$ cat config.mk
export PLATFORM = sky130hd
export DESIGN_NAME = mul_issue_sequencer
export DESIGN_NICKNAME = d
export VERILOG_FILES = /design/src/rtl/mul_pkg.sv /design/src/rtl/mul_op_fifo.sv /design/src/rtl/mul_issue_sequencer.sv
export SDC_FILE = /design/constraint.sdc
export NUM_CORES = 1
export LEC_CHECK = 0
export CORE_ASPECT_RATIO = 0.75
export CORE_UTILIZATION = 57
export CTS_CLUSTER_DIAMETER = 150
export CTS_CLUSTER_SIZE = 30
export DETAILED_ROUTE_END_ITERATION = 12
export DONT_BUFFER_PORTS = 1
export PLACE_DENSITY = 0.75
export SLEW_MARGIN = 20
export SYNTH_ARGS = -nofsm -noshare
export SYNTH_HDL_FRONTEND = slang
export SYNTH_SLANG_ARGS = --single-unit
$ cat constraint.sdc
create_clock -name clk -period 2.9 [get_ports clk]
set_input_delay 0.435 -clock clk [delete_from_list [all_inputs] [get_ports clk]]
set_output_delay 0.435 -clock clk [all_outputs]
set_load 0.01 [all_outputs]
$ cat src/rtl/mul_pkg.sv
// Shared definitions for the multiplier issue sequencer: operand width,
// sequencer state encoding and the product type.
package mul_pkg;

    localparam int MUL_WIDTH = 32;

    typedef enum logic [2:0] {
        IDLE = 3'd0,
        LOAD = 3'd1,
        RUN  = 3'd2,
        CAPT = 3'd3,
        HOLD = 3'd4
    } mul_state_e;

    typedef logic [2*MUL_WIDTH-1:0] mul_product_t;

endpackage

$ cat src/rtl/mul_op_fifo.sv
// Small synchronous FIFO holding operand pairs ahead of the multiplier.
// The head entry is visible combinationally so the multiplier operands can
// be driven straight from it. The "ready" flag is registered and stays low
// until the first clock after reset release.
module mul_op_fifo #(
    parameter int DW    = 64,
    parameter int DEPTH = 4
) (
    input  logic          clk,
    input  logic          rst_n,
    input  logic          push,
    input  logic [DW-1:0] push_data,
    input  logic          pop,
    output logic [DW-1:0] head,
    output logic          empty,
    output logic          ready
);

    localparam int          AW       = $clog2(DEPTH);
    localparam logic [AW:0] FULL_CNT = (AW+1)'(DEPTH);

    logic [DW-1:0] mem [DEPTH];
    logic [AW-1:0] wr_ptr_q, wr_ptr_d;
    logic [AW-1:0] rd_ptr_q, rd_ptr_d;
    logic [AW:0]   count_q, count_d;
    logic          ready_q, ready_d;
    logic          full;
    logic          do_push;
    logic          do_pop;

    assign full    = (count_q == FULL_CNT);
    assign empty   = (count_q == '0);
    // A pop on the same cycle frees the slot, so a full FIFO may still accept.
    assign do_pop  = pop && !empty;
    assign do_push = push && (!full || do_pop);
    assign head    = mem[rd_ptr_q];
    assign ready   = ready_q;

    // Next-state for pointers, occupancy and the registered not-full flag.
    always_comb begin
        wr_ptr_d = wr_ptr_q;
        rd_ptr_d = rd_ptr_q;
        count_d  = count_q;
        if (do_push) begin
            wr_ptr_d = wr_ptr_q + AW'(1);
        end
        if (do_pop) begin
            rd_ptr_d = rd_ptr_q + AW'(1);
        end
        if (do_push && !do_pop) begin
            count_d = count_q + (AW+1)'(1);
        end else if (!do_push && do_pop) begin
            count_d = count_q - (AW+1)'(1);
        end
        ready_d = (count_d != FULL_CNT);
    end

    // Pointer and flag registers; storage contents need no reset.
    always_ff @(posedge clk or negedge rst_n) begin
        if (!rst_n) begin
            wr_ptr_q <= '0;
            rd_ptr_q <= '0;
            count_q  <= '0;
            ready_q  <= 1'b0;
        end else begin
            wr_ptr_q <= wr_ptr_d;
            rd_ptr_q <= rd_ptr_d;
            count_q  <= count_d;
            ready_q  <= ready_d;
        end
    end

    // One write port per entry, selected by the write pointer.
    for (genvar gi = 0; gi < DEPTH; gi++) begin : g_entry
        always_ff @(posedge clk) begin
            if (do_push && (wr_ptr_q == AW'(gi))) begin
                mem[gi] <= push_data;
            end
        end
    end

endmodule

$ cat src/rtl/mul_issue_sequencer.sv
// Front-end for the sequential shift-add multiplier. Operand pairs are
// buffered in a FIFO, issued one at a time (load pulse, then run until the
// multiplier reports ready), and the product is held on a valid/ready
// result channel. Only one product is ever outstanding.
// Optional feature macro: MUL_TIMEOUT_EN adds a RUN watchdog that drops the
// stuck entry and raises a sticky Err.
module mul_issue_sequencer
    import mul_pkg::*;
#(
    parameter int WIDTH   = MUL_WIDTH,
    parameter int DEPTH   = 4
`ifdef MUL_TIMEOUT_EN
    ,
    parameter int TIMEOUT = 40
`endif
) (
    input  logic               clk,
    input  logic               Reset,
    input  logic               In_Valid,
    output logic               In_Ready,
    input  logic [WIDTH-1:0]   In_Multiplicand,
    input  logic [WIDTH-1:0]   In_Multiplier,
    output logic [WIDTH-1:0]   Mul_Multiplicand,
    output logic [WIDTH-1:0]   Mul_Multiplier,
    output logic               Mul_Load,
    output logic               Mul_Run,
    input  logic               Mul_Ready,
    input  logic [2*WIDTH-1:0] Mul_Product,
    output logic               Res_Valid,
    input  logic               Res_Ready,
    output logic [2*WIDTH-1:0] Res_Product,
    output logic               Busy,
    output logic               Err
);

    logic [2*WIDTH-1:0] fifo_head;
    logic               fifo_empty;
    logic               push;
    logic               pop;

    mul_state_e         state_q, state_d;
    logic               mul_load_q, mul_load_d;
    logic               mul_run_q, mul_run_d;
    logic               run_first_q, run_first_d;
    logic               res_valid_q, res_valid_d;
    logic [2*WIDTH-1:0] res_product_q, res_product_d;

`ifdef MUL_TIMEOUT_EN
    localparam int            TW       = $clog2(TIMEOUT + 1);
    localparam logic [TW-1:0] TMO_LAST = TW'(TIMEOUT - 1);
    logic [TW-1:0]      tmo_cnt_q, tmo_cnt_d;
    logic               err_q, err_d;
`endif

    assign push = In_Valid && In_Ready;

    mul_op_fifo #(
        .DW    (2*WIDTH),
        .DEPTH (DEPTH)
    ) u_fifo (
        .clk       (clk),
        .rst_n     (Reset),
        .push      (push),
        .push_data ({In_Multiplicand, In_Multiplier}),
        .pop       (pop),
        .head      (fifo_head),
        .empty     (fifo_empty),
        .ready     (In_Ready)
    );

    // Head operands go straight to the multiplier; forced to zero when the
    // FIFO is empty so nothing undefined leaks out of reset.
    assign Mul_Multiplicand = fifo_empty ? '0 : fifo_head[2*WIDTH-1:WIDTH];
    assign Mul_Multiplier   = fifo_empty ? '0 : fifo_head[WIDTH-1:0];
    assign Mul_Load         = mul_load_q;
    assign Mul_Run          = mul_run_q;
    assign Res_Valid        = res_valid_q;
    assign Res_Product      = res_product_q;
    assign Busy             = (state_q != IDLE) || !fifo_empty;
`ifdef MUL_TIMEOUT_EN
    assign Err              = err_q;
`else
    assign Err              = 1'b0;
`endif

    // Sequencer next-state; Mul_Load/Mul_Run are computed for the state being
    // entered so that they come out of flops aligned with LOAD/RUN.
    always_comb begin
        state_d       = state_q;
        mul_load_d    = 1'b0;
        mul_run_d     = 1'b0;
        run_first_d   = run_first_q;
        res_valid_d   = res_valid_q;
        res_product_d = res_product_q;
        pop           = 1'b0;
`ifdef MUL_TIMEOUT_EN
        tmo_cnt_d     = tmo_cnt_q;
        err_d         = err_q;
`endif
        case (state_q)
            IDLE: begin
                if (!fifo_empty) begin
                    state_d    = LOAD;
                    mul_load_d = 1'b1;
                end
            end
            LOAD: begin
                state_d     = RUN;
                mul_run_d   = 1'b1;
                run_first_d = 1'b1;
`ifdef MUL_TIMEOUT_EN
                tmo_cnt_d   = '0;
`endif
            end
            RUN: begin
                mul_run_d   = 1'b1;
                run_first_d = 1'b0;
`ifdef MUL_TIMEOUT_EN
                tmo_cnt_d   = tmo_cnt_q + TW'(1);
`endif
                // The done flag may still be left over from the previous
                // operation during the first RUN cycle, so it is not trusted.
                if (!run_first_q && Mul_Ready) begin
                    state_d   = CAPT;
                    mul_run_d = 1'b0;
                end
`ifdef MUL_TIMEOUT_EN
                else if (tmo_cnt_q == TMO_LAST) begin
                    state_d   = IDLE;
                    mul_run_d = 1'b0;
                    err_d     = 1'b1;
                    pop       = 1'b1;
                end
`endif
            end
            CAPT: begin
                state_d       = HOLD;
                res_product_d = Mul_Product;
                res_valid_d   = 1'b1;
                pop           = 1'b1;
            end
            HOLD: begin
                if (Res_Ready) begin
                    state_d     = IDLE;
                    res_valid_d = 1'b0;
                end
            end
            default: begin
                state_d = IDLE;
            end
        endcase
    end

    // Sequencer state and registered outputs.
    always_ff @(posedge clk or negedge Reset) begin
        if (!Reset) begin
            state_q       <= IDLE;
            mul_load_q    <= 1'b0;
            mul_run_q     <= 1'b0;
            run_first_q   <= 1'b0;
            res_valid_q   <= 1'b0;
            res_product_q <= '0;
`ifdef MUL_TIMEOUT_EN
            tmo_cnt_q     <= '0;
            err_q         <= 1'b0;
`endif
        end else begin
            state_q       <= state_d;
            mul_load_q    <= mul_load_d;
            mul_run_q     <= mul_run_d;
            run_first_q   <= run_first_d;
            res_valid_q   <= res_valid_d;
            res_product_q <= res_product_d;
`ifdef MUL_TIMEOUT_EN
            tmo_cnt_q     <= tmo_cnt_d;
            err_q         <= err_d;
`endif
        end
    end

endmodule

Word-level counts from Yosys, hierarchy flattened
Memories as Yosys holds them, arrays and structs flattened.
Index checks and enable logic that the tools add are counted.
{"block": "totals", "register_bits": 79, "word_cells": 88, "n_memories": 1, "out_inout_bits": 134, "inputBits": 133, "mem_bits_rw": 256}
{"block": "op_classes", "eq_ne": 12, "mux": 33, "n_reduce_logical": 28, "addsub": 4}
{"memory": "u_fifo.mem", "words": 4, "width": 64, "read_ports": 1, "rd_clocked_by_memory_dff": 0, "wr": 1, "line": "mul_op_fifo.sv:22", "rtl": "logic [DW-1:0] mem [DEPTH];"}
{"cell": "2-to-1 mux 64 bit", "count": 3}
{"cell": "OR reduction 64 bit", "count": 3}
{"cell": "2-to-1 mux 32 bit", "count": 2}
{"cell": "2-to-1 mux 1 bit", "count": 16}
{"cell": "2-to-1 mux 3 bit", "count": 5}
{"cell": "case mux 3 bit (5 select lines)", "count": 1}
{"cell": "logical AND 1 bit", "count": 10}
{"cell": "== test 3 x 2 -> 1 bit, second input constant", "count": 2}
{"cell": "== test 3 bit, second input constant", "count": 2}
{"cell": "logical NOT 3 bit", "count": 2}
{"cell": "2-to-1 mux 2 bit", "count": 3}
{"cell": "!= test 2 bit, second input constant", "count": 3}
{"cell": "case mux 1 bit (2 select lines)", "count": 3}
{"cell": "logical NOT 1 bit", "count": 5}
{"cell": "adder 2 x 1 -> 2 bit, second input constant", "count": 2}
{"cell": "== test 2 bit, second input constant", "count": 2}
{"cell": "nonzero test 2 bit", "count": 2}
{"cell": "adder 3 x 1 -> 3 bit, second input constant", "count": 1}
{"cell": "== test 3 x 1 -> 1 bit, second input constant", "count": 1}
{"cell": "!= test 3 bit, second input constant", "count": 1}
{"cell": "AND reduction 3 bit", "count": 1}
{"cell": "nonzero test 3 bit", "count": 1}
{"cell": "subtractor 3 x 1 -> 3 bit, second input constant", "count": 1}
{"cell": "== test 2 x 1 -> 1 bit, second input constant", "count": 1}
{"cell": "3 further kinds", "count": 4}

Longest topological paths before layout
{"block": "depth", "word_depth": 12, "depth_mapped": 7, "ltp_nobuf": 7}

Modules after synthesis
From an unflattened synthesis, not the netlist that was laid out.
{"block": "hier_totals", "cells_unflattened": 632, "area_unflattened_um2": 13063.8}
{"module": "mul_op_fifo", "area_each_um2": 9769.4, "cells_per_inst": 391, "seq_area_each_um2": 7887.6, "n_inst": 1}
{"module": "mul_issue_sequencer", "area_each_um2": 3294.4, "cells_per_inst": 241, "seq_area_each_um2": 1776.7, "n_inst": 1}

Least setup slack after synthesis
OpenSTA, ideal clock, no wires.
{"block": "synth_path", "path_type": "register to register", "start": "register state_q[1]", "end": "memory u_fifo.mem[2][0] (enable)", "required_ns": 2.471, "setup_time_ns": 0.429, "path_slack_ns": -0.201, "arrival_time_ns": 2.672, "synth_period_minus_slack_ns": 3.101, "stages_incl_launch_ff": 5, "n_path_buf": 1, "cell_sequence": "dfrtp_1 clkbuf_1 nand3b_1 a31oi_1 and2_1"}
{"block": "synth_between", "elab_chain_len": 12, "elab_cells_between_ends": 26, "cone_classes": "1 x eq/ne; 15 x mux; 10 x reduce/logical"}
{"item": "start: declaration", "line": "mul_issue_sequencer.sv:41", "rtl": "mul_state_e state_q, state_d;"}
{"item": "start signal: assignment", "line": "mul_issue_sequencer.sv:168", "rtl": "state_q <= state_d;"}
{"item": "== test 3 x 2 -> 1 bit *", "line": "mul_issue_sequencer.sv:100", "rtl": "case (state_q)"}
{"item": "2-to-1 mux 1 bit *", "line": "mul_issue_sequencer.sv:100"}
{"item": "logical AND 1 bit *", "line": "mul_op_fifo.sv:34", "rtl": "assign do_pop = pop && !empty;"}
{"item": "logical OR 1 bit *", "line": "mul_op_fifo.sv:35", "rtl": "assign do_push = push && (!full || do_pop);"}
{"item": "logical AND 1 bit *", "line": "mul_op_fifo.sv:35"}
{"item": "logical AND 1 bit", "line": "mul_op_fifo.sv:76", "rtl": "if (do_push && (wr_ptr_q == AW'(gi))) begin"}
{"item": "2-to-1 mux 1 bit", "line": "mul_op_fifo.sv:76"}
{"item": "2-to-1 mux 1 bit (implied by the code)", "line": "mul_op_fifo.sv:77", "rtl": "mem[gi] <= push_data;"}
{"item": "OR reduction 64 bit (no source line)"}
{"item": "2-to-1 mux 2 bit (no source line) or 2-to-1 mux 1 bit (tied branches) (3 in series)"}
{"item": "end: declaration", "line": "mul_op_fifo.sv:22"}
Mark *: on every way between the ends. The rest lies on a longest branch, timed or not.

Final worst setup path
{"block": "layout_path", "start": "register u_fifo.rd_ptr_q[0]", "end": "output Mul_Multiplier[16]"}
{"block": "layout_between", "elab_chain_len": 2}
{"item": "start: declaration", "line": "mul_op_fifo.sv:24", "rtl": "logic [AW-1:0] rd_ptr_q, rd_ptr_d;"}
{"item": "start signal: assignment", "line": "mul_op_fifo.sv:67", "rtl": "rd_ptr_q <= rd_ptr_d;"}
{"item": "memory read (4 x 64 bit)"}
{"item": "2-to-1 mux 32 bit", "line": "mul_issue_sequencer.sv:74", "rtl": "assign Mul_Multiplier = fifo_empty ? '0 : fifo_head[WIDTH-1:0];"}
{"item": "end: declaration", "line": "mul_issue_sequencer.sv:24", "rtl": "output logic [WIDTH-1:0] Mul_Multiplier,"}
Every way passes these cells.

==> summary.md <==
| Metric | Value |
|---|---|
| Status | completed |
| Total Wirelength | 25.0 mm |
| Row cnt | 47 |
| Final Cycle Share | a little over 90% |
| Reg-to-reg setup timing slack | 480 ps |
| Postcts setup bufs | 0 |
| Crit path max-delay cell type | dfrtp_4 |
| Reg2reg start | u_fifo.count_q[1] |
| Final setup TNS | 0 ps |
| CTS tree | yes |
| Commonest non-fill, non-tap cell in the layout | edfxtp_1 |
| Vias in the first global route | 6491 |
| CP arrival | 2270 ps |
| PwrDens | 1010 nW/µm² |
| Area Growth Syn to Fin | 10.6% |
| Library cells used by synthesis | 36 |
| Starting Density | between 50 and 60% |
| Slew @ Worst Pin | 662 ps |
| Clock Skews | 31.4 ps |
| Most frequent cells in the layout | edfxtp_1, nand2_1, dfrtp_1, mux4_2, and2_1 |
| Synth Net Count | 905 |
| Vias | 6486 |
| Fill cells | 1576 |
| Antenna Nets Post-Route | 0 |
| Worst Setup End Kind | output pin |
| WHS Endpoint | u_fifo.mem[1][17] |
| Post-synthesis sequential area ratio | 75.0% |
| Final net count | about 940 |
| RSZ-0062 raised after global routing | no |
| Drt first pass iters | 6 |
| Die W | 176 µm |
| Clock Sinks | 335 |
| Hold depth | 0 |
| Syn Inst Count | 765 |
| Post-Place Worst Slack | 523 ps |
| Max cap viols | 0 |
| Worst-case reg-to-reg path depth | 5 |
| Final HPWL DP | 16.0 mm |
| Clock tree buffer depth | 3 |
| Largest net degree at the start of global routing | 80 |
| Final Setup Violations | 0 |
| Die ar. | roughly 23000 µm² |
| Clock slew at reported path FFs | ~110 ps |
| Hold Path Origin | In_Multiplier[17] |
| Area post-placement | around 13000 µm² |
| Multi-input gate area | 3040 µm² |
| Crit-path cells | buf_12, mux4_2, and2_1 |
| Die Y | 132 µm |
| Core region area | 22100 µm² |
| Worst skew pair latency | around 500 ps |
| Setup WS post-layout | approximately 200 ps |
| Sequential cell area | 9670 µm² |
| FMAX | 370 MHz |
| Post-Syn Area per Cell | 16.8 µm² |
| Post-CTS resize count | 0 |
| Leak Pwr | 0.00513 µW |
| Synth Cell Area | about 13000 µm² |
| # IOs | 267 |
| Initial antenna violation count | 2 |
| Slew Limit Fails | 0 |
| Post-route design area | 14200 µm² |
| Hold_buf cts | 7 |
| Largest area contributor in the netlist | edfxtp_1 |
| GRT Resource Usage Total | roughly a fifth |
| Hold Vio Cnt, Final | 0 |
| Clock root cell | clkbuf_16 |
| Slew margin rel. | 55.6% |
| VDD IR max | approximately 580 µV |
| Type of the worst min-delay path | input pin to flip-flop |
| Critical-path maximum fanout | 28 |
| Synth top area share | 59.7% |
| R2R Path End | u_fifo.mem[0][3] |
| H-tree lvl count | 1 |
| WS Path Type | flip-flop to output pin |
| CP Launch Type | flip-flop |
| Avg Vias per Cell | 5.86 |
| DR WL/cell | ~23 µm |
| Period minus WS final | 2700 ps |
| Drc violations | 0 |
| Grt ovf | 0 |
| Synth warn | 0 |
| Total clock buffers created by CTS | 15 |
| Slowest stage delay, CP | 670 ps |
| Layout cell share with drive strength beyond 1 | a little over an eighth |
| Input/output buffers | 0 |
| Starting DRC count in detailed routing | 477 |
| Global-route wire length before repair | 36.8 mm |
| Ranking of synthesized cells by area | edfxtp_1, dfrtp_1, mux4_2 |
| Final hold slack | 18.2 ps |
| Gpl congestion | 0.749 |
| WP data required | 2470 ps |
| FF+latch count, synth | 335 |
state kept, by name (all words and copies together) (netlist names):
| register | count |
|---|---|
| Mul_Load | 1 |
| Mul_Run | 1 |
| Res_Product | 64 |
| Res_Valid | 1 |
| run_first_q | 1 |
| state_q | 3 |
| u_fifo.count_q | 3 |
| u_fifo.mem | 256 |
| u_fifo.rd_ptr_q | 2 |
| u_fifo.ready | 1 |
| u_fifo.wr_ptr_q | 2 |
worst max path at each step:
stage                       startpoint             endpoint  slack, ps  depth (start not counted)
floorplan                   state_q[1]     u_fifo.mem[0][0]        480                          4
global route        u_fifo.rd_ptr_q[0]   Mul_Multiplier[12]         70                          3
CTS                 u_fifo.rd_ptr_q[0]  Mul_Multiplicand[0]        150                          3
detailed placement   u_fifo.count_q[1]    u_fifo.mem[0][10]        520                          5
finish              u_fifo.rd_ptr_q[0]   Mul_Multiplier[16]        200                          3
global placement     u_fifo.count_q[1]    u_fifo.mem[0][53]        630                          5
layout make-up:
class | instances | share of cell area, %
diodes | 1 | 0.0176
clock buffers | 24 | 2.87
clock inverters | 2 | 0.272
inverters | 4 | 0.105
multi-input cells | 386 | 21.3
flip-flops and latches | 335 | 67.9
well taps | 294 | 2.58
repair buffers | 61 | 4.94
cell usage after synthesis:
library cell  number
a2111oi_0          2
a21o_1             1
a21o_2             1
a21oi_1            7
a221oi_2           1
a31oi_1            2
and2_1            68
and3b_1            1
buf_1              6
buf_2              8
buf_4              2
buf_6              1
clkbuf_1          23
conb_1             1
dfrtp_1           79
edfxtp_1         256
ha_1               7
inv_1              4
mux4_2            64
nand2_1          195
nand2_2            1
nand2b_1           5
nand3_1            4
nand3b_1           2
nand4_1            2
nand4b_1           1
nor2_1             6
nor2b_1            2
nor4_1             1
o21ai_0            3
o31a_1             1
or3b_1             1
or4_1              1
or4b_2             1
xnor2_1            4
xor2_1             1
logic make-up after synthesis:
family                     after synthesis  share of synthesized area, %
xor gates and xnor gates                 5                         0.340
other                                    1                        0.0291
AOI/OAI and AO/OA                       18                         0.933
buffers and inverters                   44                          1.48
adders and majority gates                7                         0.680
DFF                                    335                          75.0
muxes                                   64                          11.2
and+or+nand+nor                        291                          10.3
stage by stage:
step                std cells  utilization [%]  total power [µW]
floorplan                 765                -             10700
global placement         1034             60.2             11800
detailed placement       1034             60.2             12000
CTS                      1067             62.7             14400
global route             1107             64.4             15100
finish                   1107             64.4             14300
critical path, delay by kind of cell, from the launching register on:
family	cells	cell delay (ps)
mux	1	550
buf+inv	1	300
flops	1	670
simple gates	1	220
per-layer routing:
layer | vias to the layer above | track usage, % | wire (µm)
li1 | 2850 | - | -
met1 | 3341 | 26.7 | 9770
met2 | 249 | 34.0 | 12400
met3 | 44 | 7.81 | 2150
met4 | 2 | 5.75 | 633
met5 | - | 0 | 13
report_power, final:
part	switching (µW)	internal (µW)
Sequential	982	6480
Clock	1380	1010
Combinational	2530	1940
No activity file was read; power rests on OpenSTA's default activity.
